<file path="src/rtl/ram_arbiter_if.sv">
// Ram_if: single-port RAM access bundle shared by clients, arbiter and storage.
// An access completes in the cycle where en=1 and delay=0.
interface Ram_if #(
  parameter int ADDR_WIDTH = 32,
  parameter int DATA_WIDTH = 32
);
  logic                    en;
  logic [ADDR_WIDTH-1:0]   addr;
  logic [DATA_WIDTH-1:0]   data_w;
  logic                    we;
  logic [DATA_WIDTH/8-1:0] be;
  logic [DATA_WIDTH-1:0]   data_r;
  logic                    delay;

  // Storage-facing view: receives the request, answers with data and stall.
  modport memory (input en, addr, data_w, we, be, output data_r, delay);
  // Requester view: issues the request, receives data and stall.
  modport client (output en, addr, data_w, we, be, input data_r, delay);
endinterface

</file>
<file path="src/rtl/ram_arbiter.sv">
// ram_arbiter: shares one RAM between two Ram_if clients.
// Forwarding is purely combinational; only the lock state, the last completed
// owner and the starvation counter are registered. The grant is held while the
// RAM stalls so a multi-cycle access is never interleaved with the other client.
module ram_arbiter #(
  parameter int ADDR_WIDTH  = 32,
  parameter int DATA_WIDTH  = 32,
  parameter int ROUND_ROBIN = 0,
  parameter int MAX_WAIT    = 4
) (
  input  logic         clk,
  input  logic         reset,
  Ram_if.memory        c0,
  Ram_if.memory        c1,
  Ram_if.client        mem,
  output logic [1:0]   grant
);

  localparam logic [1:0] IDLE  = 2'd0;
  localparam logic [1:0] LOCK0 = 2'd1;
  localparam logic [1:0] LOCK1 = 2'd2;

  localparam logic [7:0] MAX_WAIT_CNT = 8'(MAX_WAIT);
  localparam logic [7:0] WAIT_SAT     = 8'd255;

  logic [1:0] state;
  logic       last;
  logic [7:0] wait_cnt;

  logic contested_pick;
  logic fwd;
  logic owner;
  logic done;

  // Winner when both clients request in IDLE.
  always_comb begin
    contested_pick = 1'b0;
    if (ROUND_ROBIN != 0) begin
      contested_pick = ~last;
    end else if (wait_cnt >= MAX_WAIT_CNT) begin
      contested_pick = 1'b1;
    end else begin
      contested_pick = 1'b0;
    end
  end

  // Owner of mem this cycle; a locked owner that drops en is not forwarded.
  always_comb begin
    fwd   = 1'b0;
    owner = 1'b0;
    case (state)
      IDLE: begin
        if (c0.en && c1.en) begin
          fwd   = 1'b1;
          owner = contested_pick;
        end else if (c0.en) begin
          fwd   = 1'b1;
          owner = 1'b0;
        end else if (c1.en) begin
          fwd   = 1'b1;
          owner = 1'b1;
        end else begin
          fwd   = 1'b0;
          owner = 1'b0;
        end
      end
      LOCK0: begin
        fwd   = c0.en;
        owner = 1'b0;
      end
      LOCK1: begin
        fwd   = c1.en;
        owner = 1'b1;
      end
      default: begin
        fwd   = 1'b0;
        owner = 1'b0;
      end
    endcase
  end

  assign done = fwd & ~mem.delay;

  // Route the owner to mem and stall the other client; reset forces a quiet bus.
  always_comb begin
    mem.en     = 1'b0;
    mem.addr   = '0;
    mem.data_w = '0;
    mem.we     = 1'b0;
    mem.be     = '0;
    grant      = 2'b00;
    c0.data_r  = '0;
    c1.data_r  = '0;
    c0.delay   = c0.en;
    c1.delay   = c1.en;
    if (!reset) begin
      c0.delay = 1'b1;
      c1.delay = 1'b1;
    end else if (fwd) begin
      if (owner) begin
        mem.en     = 1'b1;
        mem.addr   = c1.addr;
        mem.data_w = c1.data_w;
        mem.we     = c1.we;
        mem.be     = c1.be;
        grant      = 2'b10;
        c1.data_r  = mem.data_r;
        c1.delay   = mem.delay;
      end else begin
        mem.en     = 1'b1;
        mem.addr   = c0.addr;
        mem.data_w = c0.data_w;
        mem.we     = c0.we;
        mem.be     = c0.be;
        grant      = 2'b01;
        c0.data_r  = mem.data_r;
        c0.delay   = mem.delay;
      end
    end else begin
      grant = 2'b00;
    end
  end

  // Lock tracking and last completed owner.
  always_ff @(posedge clk) begin
    if (!reset) begin
      state <= IDLE;
      last  <= 1'b1;
    end else begin
      case (state)
        IDLE: begin
          if (fwd && mem.delay) begin
            state <= owner ? LOCK1 : LOCK0;
          end else if (done) begin
            state <= IDLE;
            last  <= owner;
          end else begin
            state <= IDLE;
          end
        end
        LOCK0, LOCK1: begin
          if (!fwd) begin
            state <= IDLE;
          end else if (done) begin
            state <= IDLE;
            last  <= owner;
          end else begin
            state <= state;
          end
        end
        default: begin
          state <= IDLE;
        end
      endcase
    end
  end

  // Count client-0 completions that client 1 sat through.
  always_ff @(posedge clk) begin
    if (!reset) begin
      wait_cnt <= 8'd0;
    end else if (ROUND_ROBIN != 0) begin
      wait_cnt <= 8'd0;
    end else if (!c1.en) begin
      wait_cnt <= 8'd0;
    end else if (done && owner) begin
      wait_cnt <= 8'd0;
    end else if (done && !owner && (wait_cnt != WAIT_SAT)) begin
      wait_cnt <= wait_cnt + 8'd1;
    end else begin
      wait_cnt <= wait_cnt;
    end
  end

endmodule
</file>
<file path="src/flat_wrapper.sv">
// flat-port wrapper written by rule: the top's interface ports become plain ports
module ram_arbiter_flat 
#(
  parameter int ADDR_WIDTH  = 32,
  parameter int DATA_WIDTH  = 32,
  parameter int ROUND_ROBIN = 0,
  parameter int MAX_WAIT    = 4
)
  (clk, reset, grant, c0_en, c0_addr, c0_data_w, c0_we, c0_be, c0_data_r, c0_delay, c1_en, c1_addr, c1_data_w, c1_we, c1_be, c1_data_r, c1_delay, mem_en, mem_addr, mem_data_w, mem_we, mem_be, mem_data_r, mem_delay);
  Ram_if #(.ADDR_WIDTH(ADDR_WIDTH), .DATA_WIDTH(DATA_WIDTH)) c0_i ();
  Ram_if #(.ADDR_WIDTH(ADDR_WIDTH), .DATA_WIDTH(DATA_WIDTH)) c1_i ();
  Ram_if #(.ADDR_WIDTH(ADDR_WIDTH), .DATA_WIDTH(DATA_WIDTH)) mem_i ();
  input  logic clk;
  input  logic reset;
  output logic [1:0] grant;
  input wire logic [$bits(c0_i.en)-1:0] c0_en;
  input wire logic [$bits(c0_i.addr)-1:0] c0_addr;
  input wire logic [$bits(c0_i.data_w)-1:0] c0_data_w;
  input wire logic [$bits(c0_i.we)-1:0] c0_we;
  input wire logic [$bits(c0_i.be)-1:0] c0_be;
  output wire logic [$bits(c0_i.data_r)-1:0] c0_data_r;
  output wire logic [$bits(c0_i.delay)-1:0] c0_delay;
  input wire logic [$bits(c1_i.en)-1:0] c1_en;
  input wire logic [$bits(c1_i.addr)-1:0] c1_addr;
  input wire logic [$bits(c1_i.data_w)-1:0] c1_data_w;
  input wire logic [$bits(c1_i.we)-1:0] c1_we;
  input wire logic [$bits(c1_i.be)-1:0] c1_be;
  output wire logic [$bits(c1_i.data_r)-1:0] c1_data_r;
  output wire logic [$bits(c1_i.delay)-1:0] c1_delay;
  output wire logic [$bits(mem_i.en)-1:0] mem_en;
  output wire logic [$bits(mem_i.addr)-1:0] mem_addr;
  output wire logic [$bits(mem_i.data_w)-1:0] mem_data_w;
  output wire logic [$bits(mem_i.we)-1:0] mem_we;
  output wire logic [$bits(mem_i.be)-1:0] mem_be;
  input wire logic [$bits(mem_i.data_r)-1:0] mem_data_r;
  input wire logic [$bits(mem_i.delay)-1:0] mem_delay;
  assign c0_i.en = c0_en;
  assign c0_i.addr = c0_addr;
  assign c0_i.data_w = c0_data_w;
  assign c0_i.we = c0_we;
  assign c0_i.be = c0_be;
  assign c0_data_r = c0_i.data_r;
  assign c0_delay = c0_i.delay;
  assign c1_i.en = c1_en;
  assign c1_i.addr = c1_addr;
  assign c1_i.data_w = c1_data_w;
  assign c1_i.we = c1_we;
  assign c1_i.be = c1_be;
  assign c1_data_r = c1_i.data_r;
  assign c1_delay = c1_i.delay;
  assign mem_en = mem_i.en;
  assign mem_addr = mem_i.addr;
  assign mem_data_w = mem_i.data_w;
  assign mem_we = mem_i.we;
  assign mem_be = mem_i.be;
  assign mem_i.data_r = mem_data_r;
  assign mem_i.delay = mem_delay;
  ram_arbiter #(.ADDR_WIDTH(ADDR_WIDTH), .DATA_WIDTH(DATA_WIDTH), .ROUND_ROBIN(ROUND_ROBIN), .MAX_WAIT(MAX_WAIT)) u_core (.clk(clk), .reset(reset), .c0(c0_i), .c1(c1_i), .mem(mem_i), .grant(grant));
endmodule
</file>
<file path="config.mk">
export PLATFORM = sky130hd
export DESIGN_NAME = ram_arbiter_flat
export DESIGN_NICKNAME = d
export VERILOG_FILES = /design/src/rtl/ram_arbiter_if.sv /design/src/rtl/ram_arbiter.sv /design/src/flat_wrapper.sv
export SDC_FILE = /design/constraint.sdc
export NUM_CORES = 1
export LEC_CHECK = 0
export BUFFER_PORTS_ARGS = -buffer_cell sky130_fd_sc_hd__buf_2
export CAP_MARGIN = 20
export CORE_AREA = 2 2 122 124
export DETAILED_ROUTE_END_ITERATION = 16
export DIE_AREA = 0 0 124 126
export SLEW_MARGIN = 20
export SYNTH_ARGS = -nofsm -noshare
export SYNTH_HDL_FRONTEND = slang
export SYNTH_SLANG_ARGS = --single-unit
export TNS_END_PERCENT = 20
</file>
<file path="constraint.sdc">
create_clock -name clk -period 2.4 [get_ports clk]
set_clock_uncertainty 0.15 [all_clocks]
set_input_delay 0.12 -clock clk [delete_from_list [all_inputs] [get_ports clk]]
set_output_delay 0.12 -clock clk [all_outputs]
set_load 0.02 [all_outputs]
</file>
==> results of run 1 <==
## final timing paths
kind | cells after the start | endpoint | slack, ns
worst max-delay path | 9 | c1_data_r[17] | -0.02
worst min-delay path | 3 | u_core.state[1] | 0.07
worst max register to register | 8 | u_core.wait_cnt[6] | 0.16
worst min register to register | 2 | u_core.wait_cnt[1] | 0.38
## placed cells by master (no fill, tap or decap), types with 2 or more instances in the layout
cell / count
buf_2: 279
nand2_1: 142
a21oi_1: 75
and2_1: 50
buf_4: 27
buf_6: 25
and2_4: 15
buf_12: 8
dfxtp_1: 8
clkbuf_16: 6
inv_1: 5
o211ai_1: 5
nor2_1: 5
o21ai_0: 5
or4_1: 5
o31ai_1: 5
o21a_1: 3
nor3_1: 3
nand3_1: 3
ha_1: 3
a22oi_1: 2
mux2i_1: 2
nor4_1: 2
ha_4: 2
## flip-flops by register name (all words and copies together), names as in the netlist
name,flops
u_core.wait_cnt,8
u_core.state,2
## routing by layer
| metal | vias to the layer above | global-route usage | wire length, um |
|---|---|---|---|
| met2 | 172 | 0.2366 | 6100 |
| met1 | 1723 | 0.1854 | 5345 |
| met3 | 13 | 0.008605 | 766 |
| met4 | 0 | 0.04098 | 227 |
| met5 | - | 0 | 0 |
| li1 | 1928 | - | - |
## worst max-delay path, delay by kind of cell, from the launching register on
kind	cells	cell delay [ns]
and+or+nand+nor	2	0.25
buffers and inverters	4	0.62
DFF	1	0.38
adders and majority gates	1	0.17
AOI/OAI and AO/OA	2	0.48
## cell families (layout without fill, tap and decap cells)
family | after synthesis | after routing | share of synthesized area
and+or+nand+nor | 233 | 233 | 0.5182
AOI/OAI and AO/OA | 101 | 101 | 0.2615
buffers and inverters | 41 | 354 | 0.08167
DFF | 10 | 10 | 0.09401
adders and majority gates | 6 | 6 | 0.03525
muxes | 2 | 2 | 0.009401
## area by class of cell
class | instances | area [um^2]
sequential | 10 | 205.2
clock buffer | 3 | 75.07
timing repair buffer | 344 | 2176
multi-input combinational | 342 | 1871
inverter | 7 | 28.78
tap | 184 | 230.2
fill | 1569 | 9728
## what timing repair did
action                                  CTS  global route
cloned                                    2             3
pin swaps                                 2            18
endpoints found under the setup margin  121           133
gates resized for setup                  11            81
setup buffers                             9             2
## where the power goes
part	switching [uW]	leakage (uW)	internal [uW]	total [uW]
sequential	3.32	0.0000820	169	172
combinational	559	0.00242	429	987
clock	83.6	0.0000370	217	300
total	645	0.00254	814	1460
## per-stage QoR
stage	hold WS (ns)	power (uW)	utilization
after detailed placement	0.3206	1048	0.2790
final	0.06850	1460	0.3204
after global routing	0.08000	1564	0.3204
after CTS	0.05458	1405	0.2969
after global placement	0.3342	1048	0.2790
after floorplan	0.1560	652.6	-
==> metrics.md, run 1 <==
| Metric | Value |
|---|---|
| Kind of critical path | reg -> out |
| Top cells by area, synth | nand2_1, and2_1, a21oi_1, dfxtp_1, ha_1 |
| Maximum vdd drop | 164.4 uV |
| Mapped Area | 0.002130 mm^2 |
| Crit Reg-Reg Startpoint | u_core.state[0] |
| Synth area leader | nand2_1 |
| Die Wd | 124 um |
| Layout area overhead | 115.3% |
| Fin worst setup slack | -0.01840 ns |
| Worst-path maximum fanout | 16 |
| Num ports | 313 |
| Worst path cell trace | inv_4 > ha_4 > o21a_1 > o211ai_1 > buf_4 > nor2_4 > clkbuf_16 > and2_1 > buf_2 |
| Clock tree buffer depth | 2 |
| Total wire length | about 12000 um |
| Layout Nets | 889 |
| Pre-antenna DRT Iters | 4 |
| Crit path largest cell delay | about 0.38 ns |
| Fmax | 413.5 MHz |
| Unrepaired setup endpoints after global routing | yes |
| CTS buffer count | 3 |
| Headroom to the max-slew limit | 0.7330 |
| Grt total ovfl | 0 |
| Tightest Pin Transition | 0.3990 ns |
| Pwr dens | 318.3 mW/mm^2 |
| Final Critical Period | 2.418 ns |
| Port bufs | 312 |
| Post-synth top cells | nand2_1, a21oi_1, and2_1 |
| Final slew viol count | 0 |
| Wire per inst | roughly 14 um |
| Worst EP arrival | 2.15 ns |
| CTS tree | built |
| Dpl hpwl | between 9000 and 10000 um |
| DRT antenna net count | 0 |
| DRT iter0 DRCs | 193 |
| Root Buffer | clkbuf_16 |
| Hold WC Path Type | in -> reg |
| Placed Cells | 871 |
| Register area share after synthesis | 0.09401 |
| Slowest CP cell | dfxtp_4 |
| Crit path from | u_core.state[1] |
| Yosys warns | 0 |
| Vias per Instance | 4.310 |
| Initial antenna violation count | 0 |
| Cts-stage hold buffer count | 0 |
| GR Util All Layers | 0.1383 |
| Clk_lat worst skew | 0.24 ns |
| Pin count of the biggest net entering global routing | 37 |
| DR DRC count | 0 |
| Status | complete, but fails checks |
| Top-count cell post-synth | nand2_1 |
| FFs w/ async S/R, synth | 0 |
| Crit path launch type | register |
| #FFs+latches synth | 10 |
| Htree depth | 1 |
| Synth unique cells | 31 |
| Vias in the first global route | 3460 |
| Final setup violation count | 8 |
| Clock sink total | 10 |
| Leak | 0.002543 uW |
| Final setup TNS | -0.04632 ns |
| Final worst-path cycle share | 1.008 |
| Final hold violations | 0 |
| Core area | about 0.014 mm^2 |
| Inserted Diodes | 0 |
| Fin area | 0.004586 mm^2 |
| Avg Cell Area, Syn | 5.419 um^2 |
| Final non-filler cell total | 890 |
| Max Cap Viol | 0 |
| First-pass GRT wire length | 17350 um |
| Failing checks | negative setup slack |
| Yosys top cell area share | 0.2503 |
| Initial Utilization | 0.1488 |
| Critical path endpoint category | output pin |
| Dpl ws | 0.1430 ns |
| Cell Rows | 44 |
| Full die area | 0.01562 mm^2 |
| Hold Crit Start | mem_delay |
| Placer Congestion | 0.7964 |
| Primary FF master, synth | dfxtp_1 |
| Layout cells sized above 1 | 0.5326 |
| Synth Net Count | 574 |
| DIE HEIGHT | 126 um |
| Required time of the critical path | 2.13 ns |
| Clk pin slew, worst setup/hold paths | 0.04 ns |
| Placed instance area | approximately 0.0040 mm^2 |
| Syn Inst Count | 393 |
| Via count | 3836 |
| Number of synthesized flops with an enable pin | 0 |
Note: power is estimated with default switching activity, not from simulation.
==> run 2: changes to the inputs <==
PLACE_DENSITY = 0.45   (was not set)
==> metrics.md, run 2 (synthesis gave the netlist of run 1 again) <==
| Metric | Value |
|---|---|
| Final worst-path cycle share | 1.010 (+0.002268) |
| Max Cap Viol | 0 (unchanged) |
| DR DRC count | 0 (unchanged) |
| Final setup violation count | 15 (+7) |
| Failing checks | negative setup slack |
| Leak | 0.002561 uW (+0.70%) |
| Most frequent cells in the layout | buf_2, nand2_1, a21oi_1, and2_1, buf_6 |
| Final slew viol count | 0 (unchanged) |
| Most common cell after layout, fill and taps aside | buf_2 |
| Status | complete, but fails checks |
| Kind of critical path | reg -> out |
| Tightest Pin Transition | 0.4666 ns (+0.06756 ns) |
| Num ports | 313 (unchanged) |
| Final hold violations | 0 (unchanged) |
| Clock sink total | 10 (unchanged) |
| Layout area overhead | 117.9% |
| Die Wd | 124 um (unchanged) |
| Unrepaired setup endpoints after global routing | yes |
| Final setup TNS | -0.1766 ns (-0.1303 ns) |
| Hold WC Path Type | in -> reg |
| CTS buffer count | 3 (unchanged) |
| First-pass GRT wire length | 18230 um (+5.0%) |
| Inserted Diodes | 0 (unchanged) |
| Crit path launch type | register |
| Final Critical Period | 2.424 ns (+0.005443 ns) |
| Grt total ovfl | 0 (unchanged) |
| Initial Utilization | 0.1488 (unchanged) |
| DIE HEIGHT | 126 um (unchanged) |
| Clk pin slew, worst setup/hold paths | 0.04 ns (about the same) |
| Via count | 3758 (-2.0%) |
| Vias per Instance | 4.218 (-2.1%) |
| Wire per inst | 15.37 um (+9.9%) |
| Required time of the critical path | 2.13 ns (about the same) |
| Fin worst setup slack | -0.02384 ns (-0.005443 ns) |
| Htree depth | 1 (unchanged) |
| Layout Nets | 889 (unchanged) |
| Pwr dens | 332.2 mW/mm^2 (+4.4%) |
| Full die area | 0.01562 mm^2 (unchanged) |
| Vias in the first global route | 3304 (-4.5%) |
| Hold WS | 0.07571 ns (+0.007216 ns) |
| Clock tree buffer depth | 2 (unchanged) |
| Layout cells sized above 1 | 0.5361 (+0.003490) |
| Post-route total power | 1541 uW (+5.6%) |
| Core area | 0.01431 mm^2 (unchanged) |
| Biggest regs | u_core.wait_cnt (8), u_core.state (2) |
| Critical path endpoint category | output pin |
| Worst EP arrival | 2.15 ns (about the same) |
| Maximum vdd drop | 166.2 uV (+1.1%) |
| Initial antenna violation count | 0 (unchanged) |
| Dpl hpwl | 10160 um (+11%) |
| Clk_lat worst skew | 0.24 ns (about the same) |
| Pin count of the biggest net entering global routing | 44 (+19%) |
| GR Util All Layers | 0.1466 (+0.008304) |
| CTS tree | built |
| Largest register by flop count | u_core.wait_cnt |
| Root Buffer | clkbuf_16 |
| DRT iter0 DRCs | 214 (+11%) |
| Pre-antenna DRT Iters | 4 (unchanged) |
| Headroom to the max-slew limit | 0.6878 (-0.04521) |
| Placer Congestion | 0.8295 (+4.2%) |
| Largest register FFs | 8 (unchanged) |
| DRT antenna net count | 0 (unchanged) |
| Worst-path maximum fanout | 16 (unchanged) |
| Cell Rows | 44 (unchanged) |
| Fmax | 412.6 MHz (-0.22%) |
| Fillers | 1584 (+0.96%) |
| Port bufs | 312 (unchanged) |
| Total wire length | 13690 um (+10%) |
run 2: per-layer routing:
metal	global-route usage	share of wire	wire, um	vias up
met2	0.2466	0.49	6758	168
met5	0	0	0	-
li1	-	-	-	1929
met1	0.2012	0.43	5832	1649
met3	0.01993	0.069	950	12
met4	0.02512	0.011	153	0
run 2: metrics by stage:
stage               worst slack [ns]  instance area (um^2)  std cells    util
floorplan                    0.09189                  2130        393       -
global placement              0.1514                  4009        873  0.2801
detailed placement            0.1082                  4009        873  0.2801
CTS                         -0.01799                  4121        877  0.2879
global route                 -0.1384                  4639        891  0.3241
finish                      -0.02384                  4639        891  0.3241
run 2: cell type report:
type	count	area (um^2)	share of cell area
Multi-Input combinational cell	343	1883	0.4059
Clock buffer	4	88.84	0.01915
Timing Repair Buffer	343	2202	0.4746
Inverter	7	28.78	0.006203
Tap cell	184	230.2	0.04962
Sequential cell	10	206.4	0.04450
run 2: timing repair:
action,in CTS,in global routing
cloned,0,6
gates resized for setup,7,100
hold buffers,0,0
setup buffers,0,8
endpoints found under the setup margin,83,132
pin swaps,2,12
run 2: critical path, cell delays in order (launching register included):
cell	delay, ns
dfxtp_2	0.34
inv_2	0.06
ha_4	0.17
nor4b_4	0.32
a21oi_4	0.19
nor2_4	0.31
clkbuf_16	0.23
and2_1	0.15
buf_6	0.12
run 2: worst paths after layout:
check	slack (ns)	startpoint	cells past startpoint	end
worst max-delay path	-0.02	u_core.state[0]	8	c0_data_r[16]
worst max register to register	0.21	u_core.state[0]	8	u_core.wait_cnt[7]
worst min-delay path	0.08	mem_delay	3	u_core.state[1]
worst min register to register	0.39	u_core.wait_cnt[0]	2	u_core.wait_cnt[0]
run 2: power by group:
part / total (uW) / switching (uW) / internal [uW]
registers: 172 / 3.35 / 169
clock network: 339 / 87.7 / 252
logic: 1030 / 572 / 458
total: 1540 / 663 / 878
==> run 3: changes to the inputs <==
CORE_AREA = 2 2 121 123   (was 2 2 122 124)
DIE_AREA = 0 0 123 125   (was 0 0 124 126)
PLACE_DENSITY = 0.47   (was 0.45)
clock period = 2 ns   (was 2.4 ns; I/O delays follow)
==> metrics.md, run 3 (synthesis gave the netlist of run 1 again) <==
| Metric | Value |
|---|---|
| Status | complete, but fails checks |
| Failing checks | negative setup slack |
| Pwr dens | 378.5 mW/mm^2 (+14%) |
| Slowest CP cell | dfxtp_4 |
| DIE HEIGHT | 125 um (-0.79%) |
| Fin worst setup slack | -0.2529 ns (-0.2291 ns) |
| Final worst-path cycle share | 1.126 |
| Final hold violations | 0 (unchanged) |
| Root Buffer | clkbuf_16 |
| Top delay family on crit path | buffers and inverters |
| Maximum vdd drop | 324.0 uV (+95%) |
| Full die area | 0.01538 mm^2 (-1.6%) |
| Crit path launch type | register |
| Layout Nets | 915 (+2.9%) |
| Most frequent cells in the layout | buf_2, nand2_1, buf_4, buf_6, and2_1 |
| Crit Reg-Reg Startpoint | u_core.state[1] |
| Clock tree buffer depth | 2 (unchanged) |
| M1 GR Usage | 0.1505 (-0.05068) |
| Biggest regs | u_core.wait_cnt (8), u_core.state (2) |
| Crit path largest cell delay | 0.36 ns (+0.02 ns) |
| Via count | 3937 (+4.8%) |
| Final slew viol count | 0 (unchanged) |
| Clock sink total | 10 (unchanged) |
| Hold WS | 0.07643 ns (+0.0007143 ns) |
| WP depth | 10 (+2) |
| Wire per inst | 13.42 um (-13%) |
| Die Wd | 123 um (-0.81%) |
| Seq. cell area | 205.2 um^2 (-0.61%) |
| Clk_lat worst skew | 0.24 ns (about the same) |
| Initial Utilization | 0.1499 (+0.001153) |
| Clk pin slew, worst setup/hold paths | 0.04 ns (about the same) |
| Placed instance area | 0.004390 mm^2 (+9.5%) |
| Multi-input logic area | 0.002182 mm^2 (+16%) |
| Leak | 0.002750 uW (+7.4%) |
| Htree depth | 1 (unchanged) |
| Inserted Diodes | 0 (unchanged) |
| Layout area overhead | 152.9% |
| Met2 usage | 0.2587 (+0.01209) |
| Cell Rows | 44 (unchanged) |
| Most Crowded Layer GR | met2 |
| Tightest Pin Transition | 0.4988 ns (+0.03222 ns) |
| Initial antenna violation count | 0 (unchanged) |
| Buf/Inv on CP | 5 (+2) |
| Final setup violation count | 145 (+130) |
| Worst-path maximum fanout | 17 (+1) |
| GR Util All Layers | 0.1344 (-0.01223) |
| Pre-antenna DRT Iters | 4 (unchanged) |
| Num ports | 313 (unchanged) |
| Hold WC Path Type | in -> reg |
| Kind of critical path | reg -> out |
| Core Util, Final | 0.3792 (+0.05510) |
| Vias per Instance | 4.293 (+1.8%) |
| Largest register by flop count | u_core.wait_cnt |
| Required time of the critical path | 1.75 ns (-0.38 ns) |
| Unrepaired setup endpoints after global routing | yes |
| Most common cell after layout, fill and taps aside | buf_2 |
| Dpl hpwl | 9093 um (-11%) |
| Worst path cell trace | inv_2 > buf_6 > ha_4 > o21a_1 > o211ai_1 > buf_4 > nor2_4 > buf_12 > and2_2 > buf_2 |
| R2R setup slack | -0.17 ns (-0.38 ns) |
| CTS tree | built |
| Met3 usage | 0.02783 (+0.007901) |
| Max Cap Viol | 0 (unchanged) |
| Pin count of the biggest net entering global routing | 36 (-18%) |
| Fillers | 1500 (-5.3%) |
| Total wire length | 12310 um (-10%) |
| CTS buffer count | 3 (unchanged) |
| Worst EP arrival | 2.00 ns (-0.15 ns) |
| DR DRC count | 0 (unchanged) |
| CP Capture Point | c0_data_r[22] |
| Layout cells sized above 1 | 0.6317 (+0.09558) |
| Cts-stage hold buffer count | 0 (unchanged) |
| Worst r2r path cells | 9 (+1) |
| Fmax | 443.9 MHz |
| Largest register FFs | 8 (unchanged) |
| Headroom to the max-slew limit | 0.6663 (-0.02156) |
| Vias in the first global route | 3445 (+4.3%) |
| Fin area | 0.005386 mm^2 (+16%) |
| DRT iter0 DRCs | 133 (-38%) |
| Critical path endpoint category | output pin |
| Core area | 0.01420 mm^2 (-0.77%) |
| Placer Congestion | 0.7863 (-5.2%) |
| Worst r2r dst | u_core.wait_cnt[0] |
| Final Critical Period | 2.253 ns |
| DRT antenna net count | 0 (unchanged) |
| First-pass GRT wire length | 16770 um (-8.0%) |
| Crit path from | u_core.state[1] |
| Port bufs | 312 (unchanged) |
| Grt total ovfl | 0 (unchanged) |
[run 3: worst min-delay path by stage]
stage,start,end,slack [ns],cells past startpoint
floorplan,mem_delay,u_core.state[0],0.13,2
global placement,mem_delay,u_core.state[0],0.34,3
detailed placement,mem_delay,u_core.state[0],0.33,3
CTS,mem_delay,u_core.state[0],0.08,3
global route,mem_delay,u_core.state[0],0.08,3
finish,mem_delay,u_core.state[0],0.08,3
[run 3: metal layers]
metal	vias to the layer above	share of wire
li1	1984	-
met1	1754	0.38
met2	193	0.53
met3	6	0.087
met4	0	0.0081
met5	-	0
[run 3: final cells by class]
class | instances | share of cell area
multi-input combinational | 342 | 0.4051
clock buffer | 4 | 0.01649
inverter | 7 | 0.004878
tap | 184 | 0.04274
timing repair buffer | 370 | 0.4927
sequential | 10 | 0.03810
[run 3: where the power goes]
group / leakage (uW) / total [uW] / internal, uW / switching, uW
combinational: 0.00262 / 1430 / 679 / 749
sequential: 0.0000820 / 206 / 203 / 3.27
clock: 0.0000442 / 404 / 302 / 102
total: 0.00275 / 2040 / 1180 / 855
[run 3: timing repair]
action / 4_1_cts / 5_1_grt
pin swaps: 15 / 30
gates cloned: 3 / 4
setup endpoints to repair: 147 / 146
setup buffers: 7 / 4
hold endpoints to repair: 0 / 0
resized for setup: 79 / 143
[run 3: per-stage QoR]
step                total power (uW)  setup slack [ns]  std cells  TNS (ns)
global placement                1364           -0.2247        895    -22.57
global route                    2165           -0.3365        917    -40.54
floorplan                      855.9           -0.1345        393    -7.117
CTS                             1896           -0.2784        909    -30.53
finish                          2039           -0.2529        917    -28.15
detailed placement              1357           -0.2557        895    -24.05
[run 3: worst register-to-register path, cell delays in order (launching register included)]
cell and delay, ns:
dfxtp_4 0.35, inv_2 0.06, ha_2 0.21, o21a_1 0.18
buf_4 0.12, o211ai_1 0.09, buf_4 0.16, buf_4 0.17
or4_1 0.49, a21oi_2 0.14
